## config.mk

```make
export PLATFORM = sky130hd
export DESIGN_NAME = tictactoe_game_ctrl
export DESIGN_NICKNAME = d
export VERILOG_FILES = /design/src/rtl/tictactoe_pkg.sv /design/src/rtl/btn_edge_detect.sv /design/src/rtl/tictactoe_game_ctrl.sv
export SDC_FILE = /design/constraint.sdc
export NUM_CORES = 1
export LEC_CHECK = 0
export ABC_AREA = 1
export BUFFER_PORTS_ARGS = -buffer_cell sky130_fd_sc_hd__buf_2
export CAP_MARGIN = 25
export CORE_UTILIZATION = 30
export DETAILED_ROUTE_END_ITERATION = 10
export PLACE_DENSITY = 0.56
export SYNTH_ARGS = -nofsm -noshare
export SYNTH_HDL_FRONTEND = slang
export SYNTH_SLANG_ARGS = --single-unit
```

## constraint.sdc

```tcl
create_clock -name pixel_clock -period 8.8 [get_ports pixel_clock]
set_clock_uncertainty 0.1 [all_clocks]
set_input_delay 0 -clock pixel_clock [delete_from_list [all_inputs] [get_ports pixel_clock]]
set_output_delay 0 -clock pixel_clock [all_outputs]
set_load 0.01 [all_outputs]
```

## src/rtl/tictactoe_pkg.sv

```systemverilog
// Shared codes, state encoding and win/draw helpers for the tic-tac-toe controller.
// Latency: combinational helpers only; nothing here holds state.
// Backpressure: none; the package has no handshakes.
package tictactoe_pkg;

  // Cell codes shown on a1..a9; X and O double as the winner codes for a line
  localparam logic [1:0] EMPTY  = 2'b00;
  localparam logic [1:0] X      = 2'b01;
  localparam logic [1:0] O      = 2'b10;
  localparam logic [1:0] CURSOR = 2'b11;

  // Winner codes
  localparam logic [1:0] WIN_NONE = 2'b00;
  localparam logic [1:0] WIN_X    = 2'b01;
  localparam logic [1:0] WIN_O    = 2'b10;
  localparam logic [1:0] WIN_DRAW = 2'b11;

  // Button slots in the edge-detect vector
  localparam int NUM_BTN   = 6;
  localparam int BTN_START = 0;
  localparam int BTN_UP    = 1;
  localparam int BTN_DOWN  = 2;
  localparam int BTN_LEFT  = 3;
  localparam int BTN_RIGHT = 4;
  localparam int BTN_PLACE = 5;

  typedef enum logic [1:0] {
    IDLE = 2'b00,
    PLAY = 2'b01,
    WIN  = 2'b10,
    DRAW = 2'b11
  } state_t;

  // Board, index 0 = top-left cell (a1), row-major
  typedef logic [8:0][1:0] board_t;

  // Owner of three cells when they form a line, else WIN_NONE
  function automatic logic [1:0] trio(input logic [1:0] p, input logic [1:0] q,
                                      input logic [1:0] r);
    return (p != EMPTY && p == q && p == r) ? p : WIN_NONE;
  endfunction

  // Owner of the first completed line; only one player can hold a line because
  // the game freezes on the cycle after any winning write
  function automatic logic [1:0] line_owner(input board_t b);
    logic [1:0] owner;
    owner = WIN_NONE;
    if      (trio(b[0], b[1], b[2]) != WIN_NONE) owner = b[0];
    else if (trio(b[3], b[4], b[5]) != WIN_NONE) owner = b[3];
    else if (trio(b[6], b[7], b[8]) != WIN_NONE) owner = b[6];
    else if (trio(b[0], b[3], b[6]) != WIN_NONE) owner = b[0];
    else if (trio(b[1], b[4], b[7]) != WIN_NONE) owner = b[1];
    else if (trio(b[2], b[5], b[8]) != WIN_NONE) owner = b[2];
    else if (trio(b[0], b[4], b[8]) != WIN_NONE) owner = b[0];
    else if (trio(b[2], b[4], b[6]) != WIN_NONE) owner = b[2];
    return owner;
  endfunction

  // True when no cell is empty
  function automatic logic board_full(input board_t b);
    logic full;
    full = 1'b1;
    for (int i = 0; i < 9; i++) begin
      if (b[i] == EMPTY) full = 1'b0;
    end
    return full;
  endfunction

endpackage

```

## src/rtl/btn_edge_detect.sv

```systemverilog
// Rising-edge detector for one debounced, level-type button.
// Latency: rise is combinational from level and a one-cycle history register.
// Backpressure: none; a held button yields a single one-cycle pulse.
module btn_edge_detect (
  input  logic clk,
  input  logic reset,
  input  logic level,
  output logic rise
);

  logic prev;

  // Remember last cycle's level; reset clears the history
  always_ff @(posedge clk) begin
    if (reset) prev <= 1'b0;
    else       prev <= level;
  end

  assign rise = level & ~prev;

endmodule

```

## src/rtl/tictactoe_game_ctrl.sv

```systemverilog
// Tic-tac-toe game controller: cursor, placement, win/draw detection; optional blink via CURSOR_BLINK_EN.
// Latency: a cell/cursor change appears one cycle after the edge-detect cycle; win/draw one cycle after the write.
// Backpressure: none; buttons are level inputs sampled every cycle, outputs are always valid.
module tictactoe_game_ctrl
  import tictactoe_pkg::*;
#(
  parameter int BLINK_CYCLES = 12500000
) (
  input  logic       pixel_clock,
  input  logic       reset,
  input  logic       btn_start,
  input  logic       btn_up,
  input  logic       btn_down,
  input  logic       btn_left,
  input  logic       btn_right,
  input  logic       btn_place,
  output logic       start,
  output logic [1:0] a1,
  output logic [1:0] a2,
  output logic [1:0] a3,
  output logic [1:0] a4,
  output logic [1:0] a5,
  output logic [1:0] a6,
  output logic [1:0] a7,
  output logic [1:0] a8,
  output logic [1:0] a9,
  output logic       turn,
  output logic [1:0] winner
);

  logic [NUM_BTN-1:0] btn_level;
  logic [NUM_BTN-1:0] btn_rise;

  assign btn_level = {btn_place, btn_right, btn_left, btn_down, btn_up, btn_start};

  for (genvar g = 0; g < NUM_BTN; g++) begin : g_edge
    btn_edge_detect u_edge (
      .clk   (pixel_clock),
      .reset (reset),
      .level (btn_level[g]),
      .rise  (btn_rise[g])
    );
  end

  state_t     state, nxt_state;
  board_t     board, nxt_board, disp;
  logic [1:0] row, col, nxt_row, nxt_col;
  logic [3:0] cur_idx, nxt_cur_idx;
  logic       nxt_turn;
  logic [1:0] nxt_winner;
  logic [1:0] line_win;
  logic       full;
  logic       cursor_show;

  assign cur_idx     = {1'b0, row, 1'b0} + {2'b00, row} + {2'b00, col};
  assign nxt_cur_idx = {1'b0, nxt_row, 1'b0} + {2'b00, nxt_row} + {2'b00, nxt_col};
  assign line_win    = line_owner(board);
  assign full        = board_full(board);

  // Game rules: next board, cursor, turn, winner and state from current state and button edges
  always_comb begin
    nxt_state  = state;
    nxt_board  = board;
    nxt_row    = row;
    nxt_col    = col;
    nxt_turn   = turn;
    nxt_winner = winner;
    case (state)
      IDLE: begin
        if (btn_rise[BTN_START]) begin
          nxt_state  = PLAY;
          nxt_board  = '0;
          nxt_row    = 2'd1;
          nxt_col    = 2'd1;
          nxt_turn   = 1'b0;
          nxt_winner = WIN_NONE;
        end
      end
      PLAY: begin
        // A line or full board seen on the registered board ends the game before any button acts
        if (line_win != WIN_NONE) begin
          nxt_state  = WIN;
          nxt_winner = line_win;
        end else if (full) begin
          nxt_state  = DRAW;
          nxt_winner = WIN_DRAW;
        end else if (btn_rise[BTN_PLACE]) begin
          if (board[cur_idx] == EMPTY) begin
            nxt_board[cur_idx] = turn ? O : X;
            nxt_turn           = ~turn;
          end
        end else if (btn_rise[BTN_UP]) begin
          nxt_row = (row == 2'd0) ? 2'd2 : row - 2'd1;
        end else if (btn_rise[BTN_DOWN]) begin
          nxt_row = (row == 2'd2) ? 2'd0 : row + 2'd1;
        end else if (btn_rise[BTN_LEFT]) begin
          nxt_col = (col == 2'd0) ? 2'd2 : col - 2'd1;
        end else if (btn_rise[BTN_RIGHT]) begin
          nxt_col = (col == 2'd2) ? 2'd0 : col + 2'd1;
        end
      end
      WIN, DRAW: begin
        // Cursor position is kept across a rematch
        if (btn_rise[BTN_START]) begin
          nxt_state  = PLAY;
          nxt_board  = '0;
          nxt_turn   = 1'b0;
          nxt_winner = WIN_NONE;
        end
      end
      default: nxt_state = IDLE;
    endcase
  end

`ifdef CURSOR_BLINK_EN
  localparam int BLINK_W = (BLINK_CYCLES > 1) ? $clog2(BLINK_CYCLES) : 1;

  logic [BLINK_W-1:0] blink_cnt, nxt_blink_cnt;
  logic               blink_on;
  logic               cursor_restart;

  // Every move changes the cursor position (wrap is modulo 3); entering play also restarts
  assign cursor_restart = (nxt_state == PLAY && state != PLAY) ||
                          (nxt_row != row) || (nxt_col != col);

  // Blink phase: restart shown on a move, otherwise flip every BLINK_CYCLES cycles
  always_comb begin
    nxt_blink_cnt = blink_cnt + 1'b1;
    cursor_show   = blink_on;
    if (cursor_restart) begin
      nxt_blink_cnt = '0;
      cursor_show   = 1'b1;
    end else if (blink_cnt == BLINK_W'(BLINK_CYCLES - 1)) begin
      nxt_blink_cnt = '0;
      cursor_show   = ~blink_on;
    end
  end

  // Blink counter and phase registers
  always_ff @(posedge pixel_clock) begin
    if (reset) begin
      blink_cnt <= '0;
      blink_on  <= 1'b1;
    end else begin
      blink_cnt <= nxt_blink_cnt;
      blink_on  <= cursor_show;
    end
  end
`else
  assign cursor_show = 1'b1;
`endif

  // Display image of the next board: cursor code only on an empty cell while playing
  always_comb begin
    disp = nxt_board;
    for (int i = 0; i < 9; i++) begin
      if (nxt_state == PLAY && cursor_show && nxt_cur_idx == 4'(i) &&
          nxt_board[i] == EMPTY) begin
        disp[i] = CURSOR;
      end
    end
  end

  // FSM state, board, cursor and all registered outputs
  always_ff @(posedge pixel_clock) begin
    if (reset) begin
      state  <= IDLE;
      board  <= '0;
      row    <= 2'd1;
      col    <= 2'd1;
      turn   <= 1'b0;
      winner <= WIN_NONE;
      start  <= 1'b0;
      a1     <= EMPTY;
      a2     <= EMPTY;
      a3     <= EMPTY;
      a4     <= EMPTY;
      a5     <= EMPTY;
      a6     <= EMPTY;
      a7     <= EMPTY;
      a8     <= EMPTY;
      a9     <= EMPTY;
    end else begin
      state  <= nxt_state;
      board  <= nxt_board;
      row    <= nxt_row;
      col    <= nxt_col;
      turn   <= nxt_turn;
      winner <= nxt_winner;
      start  <= (nxt_state != IDLE);
      a1     <= disp[0];
      a2     <= disp[1];
      a3     <= disp[2];
      a4     <= disp[3];
      a5     <= disp[4];
      a6     <= disp[5];
      a7     <= disp[6];
      a8     <= disp[7];
      a9     <= disp[8];
    end
  end

endmodule
```

==> results.json <==
{
  "critical_path_cell_count": 23,
  "synth_edf_count": 0,
  "critical_path.top_delay_family": "simple AND/OR/NAND/NOR gates",
  "fmax_ghz": 0.1965,
  "critical_path_required_ps": 8910,
  "drive_gt1_frac": 0.1000,
  "yosysTopAreaCell": "dfxtp_1",
  "cts_tree": "built",
  "synthCells": 665,
  "yosys_warnings": 0,
  "power.ir.vdd_worst_v": 0.00009581,
  "multiInputGateArea_um2": 2411,
  "grt_overflow": 0,
  "grt.total_usage": 0.2036,
  "die_area_um2": 13520,
  "synth.most_common_cell": "nand2_1",
  "whs_path_depth": 2,
  "drv_cap": 0,
  "drt_iter0_markers": 354,
  "cp_common_cell": "nand2_1",
  "power_leakage_nw": 2.226,
  "netlist_top_cells_count": "nand2_1, inv_1, nor2_1",
  "die_w_um": 116.3,
  "grt_first_pass_wirelength_mm": 21.02,
  "stdcell_count": 852,
  "place_congestion": 0.9683,
  "worstSetupPathType": "flip-flop to flip-flop",
  "cts_sinks": 52,
  "critical_path.max_fanout": 30,
  "grt_pass1_vias": 3931,
  "finalCritPeriodShare": 0.5784,
  "cp.arrival_ps": 5200,
  "syn_area_um2": 3916,
  "fin_nets": 701,
  "hold_path.class": "input port to flip-flop",
  "dp.cells": 838,
  "synth.avg_cell_area_um2": 5.889,
  "clock_path_buffers": 2,
  "synth-seq-cells": 52,
  "rows": 41,
  "root_buffer": "clkbuf_16",
  "port_buffers": 29,
  "io_pins": 30,
  "finalCriticalPeriod_ps": 5090,
  "ctsHoldBuffers": 6,
  "synth.top_cell.area_share": 0.2658,
  "async_flop_share": 0,
  "rsz0062_at_grt": "false",
  "vias_per_cell": 4.987,
  "seq_area_um2": 1041,
  "die_h_um": 116.3,
  "ys_seq_area_frac": 0.2658,
  "drc": 0,
  "status": "finished, final reports clean",
  "fp.coreArea_um2": 12670,
  "wire_per_inst_um": 14.97,
  "worstMarginPinSlew_ps": 694.5,
  "via_count": 4249,
  "setup_viol": 0,
  "fillCellCount": 1436,
  "path_clk_slew_ps": 70,
  "wirelength_mm": 12.76,
  "cp-start-kind": "flip-flop",
  "synthFlopType": "dfxtp_1",
  "antenna_found_initial": 0,
  "hold_slack_ps": 15.96,
  "synth_cell_types": 34,
  "grt_max_degree": 40,
  "postCtsSetupBuffers": 0,
  "cpMaxStageDelayCell": "dfxtp_1",
  "relSlewSlack": 0.5365,
  "cts_made_buffers": 5,
  "syn-num-nets": 687,
  "start_util": 0.3091,
  "rr_worst_depth": 23,
  "p_per_area_nw_per_um2": 155.8,
  "clock_latency_ps": 290,
  "cts-resized-gates": 0,
  "postRouteAntennaNets": 0,
  "dp_hpwl_mm": 9.702,
  "end_kind": "flip-flop",
  "ctsHtreeMaxLevel": 2,
  "fin_tns_setup_ps": 0,
  "path_cells": "nor2_1, nand2_1, nand2_1, nand2_2, clkinv_1, nor2_1, nand2_1, nand2_1, nand2_1, nand3_1, nand2_1, nand2_2, nand2_4, nand3_4, clkinv_1, o211ai_1, nand2_1, fa_1, ha_1, fa_1, nor3_1, nand4_1, o21ai_1",
  "drt_pre_antenna_iters": 5,
  "synth.area.top_cells": "dfxtp_1, nand2_1, o21ai_0",
  "slew_viol_final": 0,
  "path_buf_inv": 2,
  "syn2layout_area_growth_pct": 11.31,
  "hold_viol_final": 0,
  "worst_path_largest_cell_delay_ps": 670,
  "diodes": 0
}
## area by class of cell
class	count	share of cell area
sequential	52	0.2388
multi-input combinational	501	0.5531
clock inverter	2	0.008037
clock buffer	6	0.02956
tap	172	0.04937
timing repair buffer	37	0.05052
inverter	82	0.07061
## per-layer routing
metal	vias to the layer above	part of all wire	wire (um)	GRT usage
li1	2156	-	-	-
met5	-	0	0	0
met3	21	0.057	732	0.02958
met4	0	0.025	315	0.07778
met1	1938	0.49	6208	0.2849
met2	134	0.43	5501	0.3144
## worst register-to-register path: cells and delay by family (launching register included)
family / cells / cell delay (ps)
AOI/OAI and AO/OA: 2 / 540
buffers and inverters: 2 / 400
DFF: 1 / 670
adders and majority gates: 3 / 1210
and+or+nand+nor: 16 / 2090
## cells in the final DEF, fill, tap and decap left out, types with 5 or more instances in the layout
cell type / instances
nand2_1: 239
inv_1: 66
nor2_1: 56
dfxtp_1: 52
o21ai_0: 51
nand3_1: 31
buf_2: 29
o21ai_1: 26
nand4_1: 19
a21oi_1: 17
inv_2: 14
nor3_1: 13
ha_1: 10
dlygate4sd3_1: 6
nand2_2: 5
o211ai_1: 5
clkbuf_16: 5
## cells by family (layout without fill, tap and decap cells)
family | Yosys count | count (layout) | synth area share
buf+inv | 112 | 127 | 0.1192
mux | 2 | 2 | 0.005112
flops | 52 | 52 | 0.2658
simple gates | 371 | 371 | 0.3952
fa+ha+maj | 14 | 14 | 0.05240
compound gates | 114 | 114 | 0.1623
## flip-flops by register name, indices dropped and copies added (netlist names), 2 cells and up
name / cells
a1: 2
a2: 2
a3: 2
a4: 2
a5: 2
a6: 2
a7: 2
a8: 2
a9: 2
board: 18
col: 2
g_edge.u_edge.prev: 6
row: 2
state: 2
winner: 2
## power by group
group          total (mW)  internal [mW]  switching [mW]
Clock               0.222          0.134          0.0877
Combinational       0.196         0.0636           0.133
Sequential          0.261          0.249          0.0120
## through the flow
stage	power, mW	utilization	setup WS, ps	area [um2]
after global placement	0.4570	0.3264	3948	4135
final	0.6791	0.3440	3710	4359
after global routing	0.7221	0.3440	3204	4359
after floorplan	0.4066	-	4908	3916
after CTS	0.6832	0.3440	3837	4359
after detailed placement	0.4582	0.3264	3851	4135
## final timing paths
path / from / end / slack, ps
setup / recovery: board[2] / a3[1] / 3710
hold / removal: reset / g_edge[1].u_edge.prev / 20
setup reg to reg: board[2] / a3[1] / 3710
hold reg to reg: winner[0] / winner[0] / 360
(Power assumes the default switching activity.)
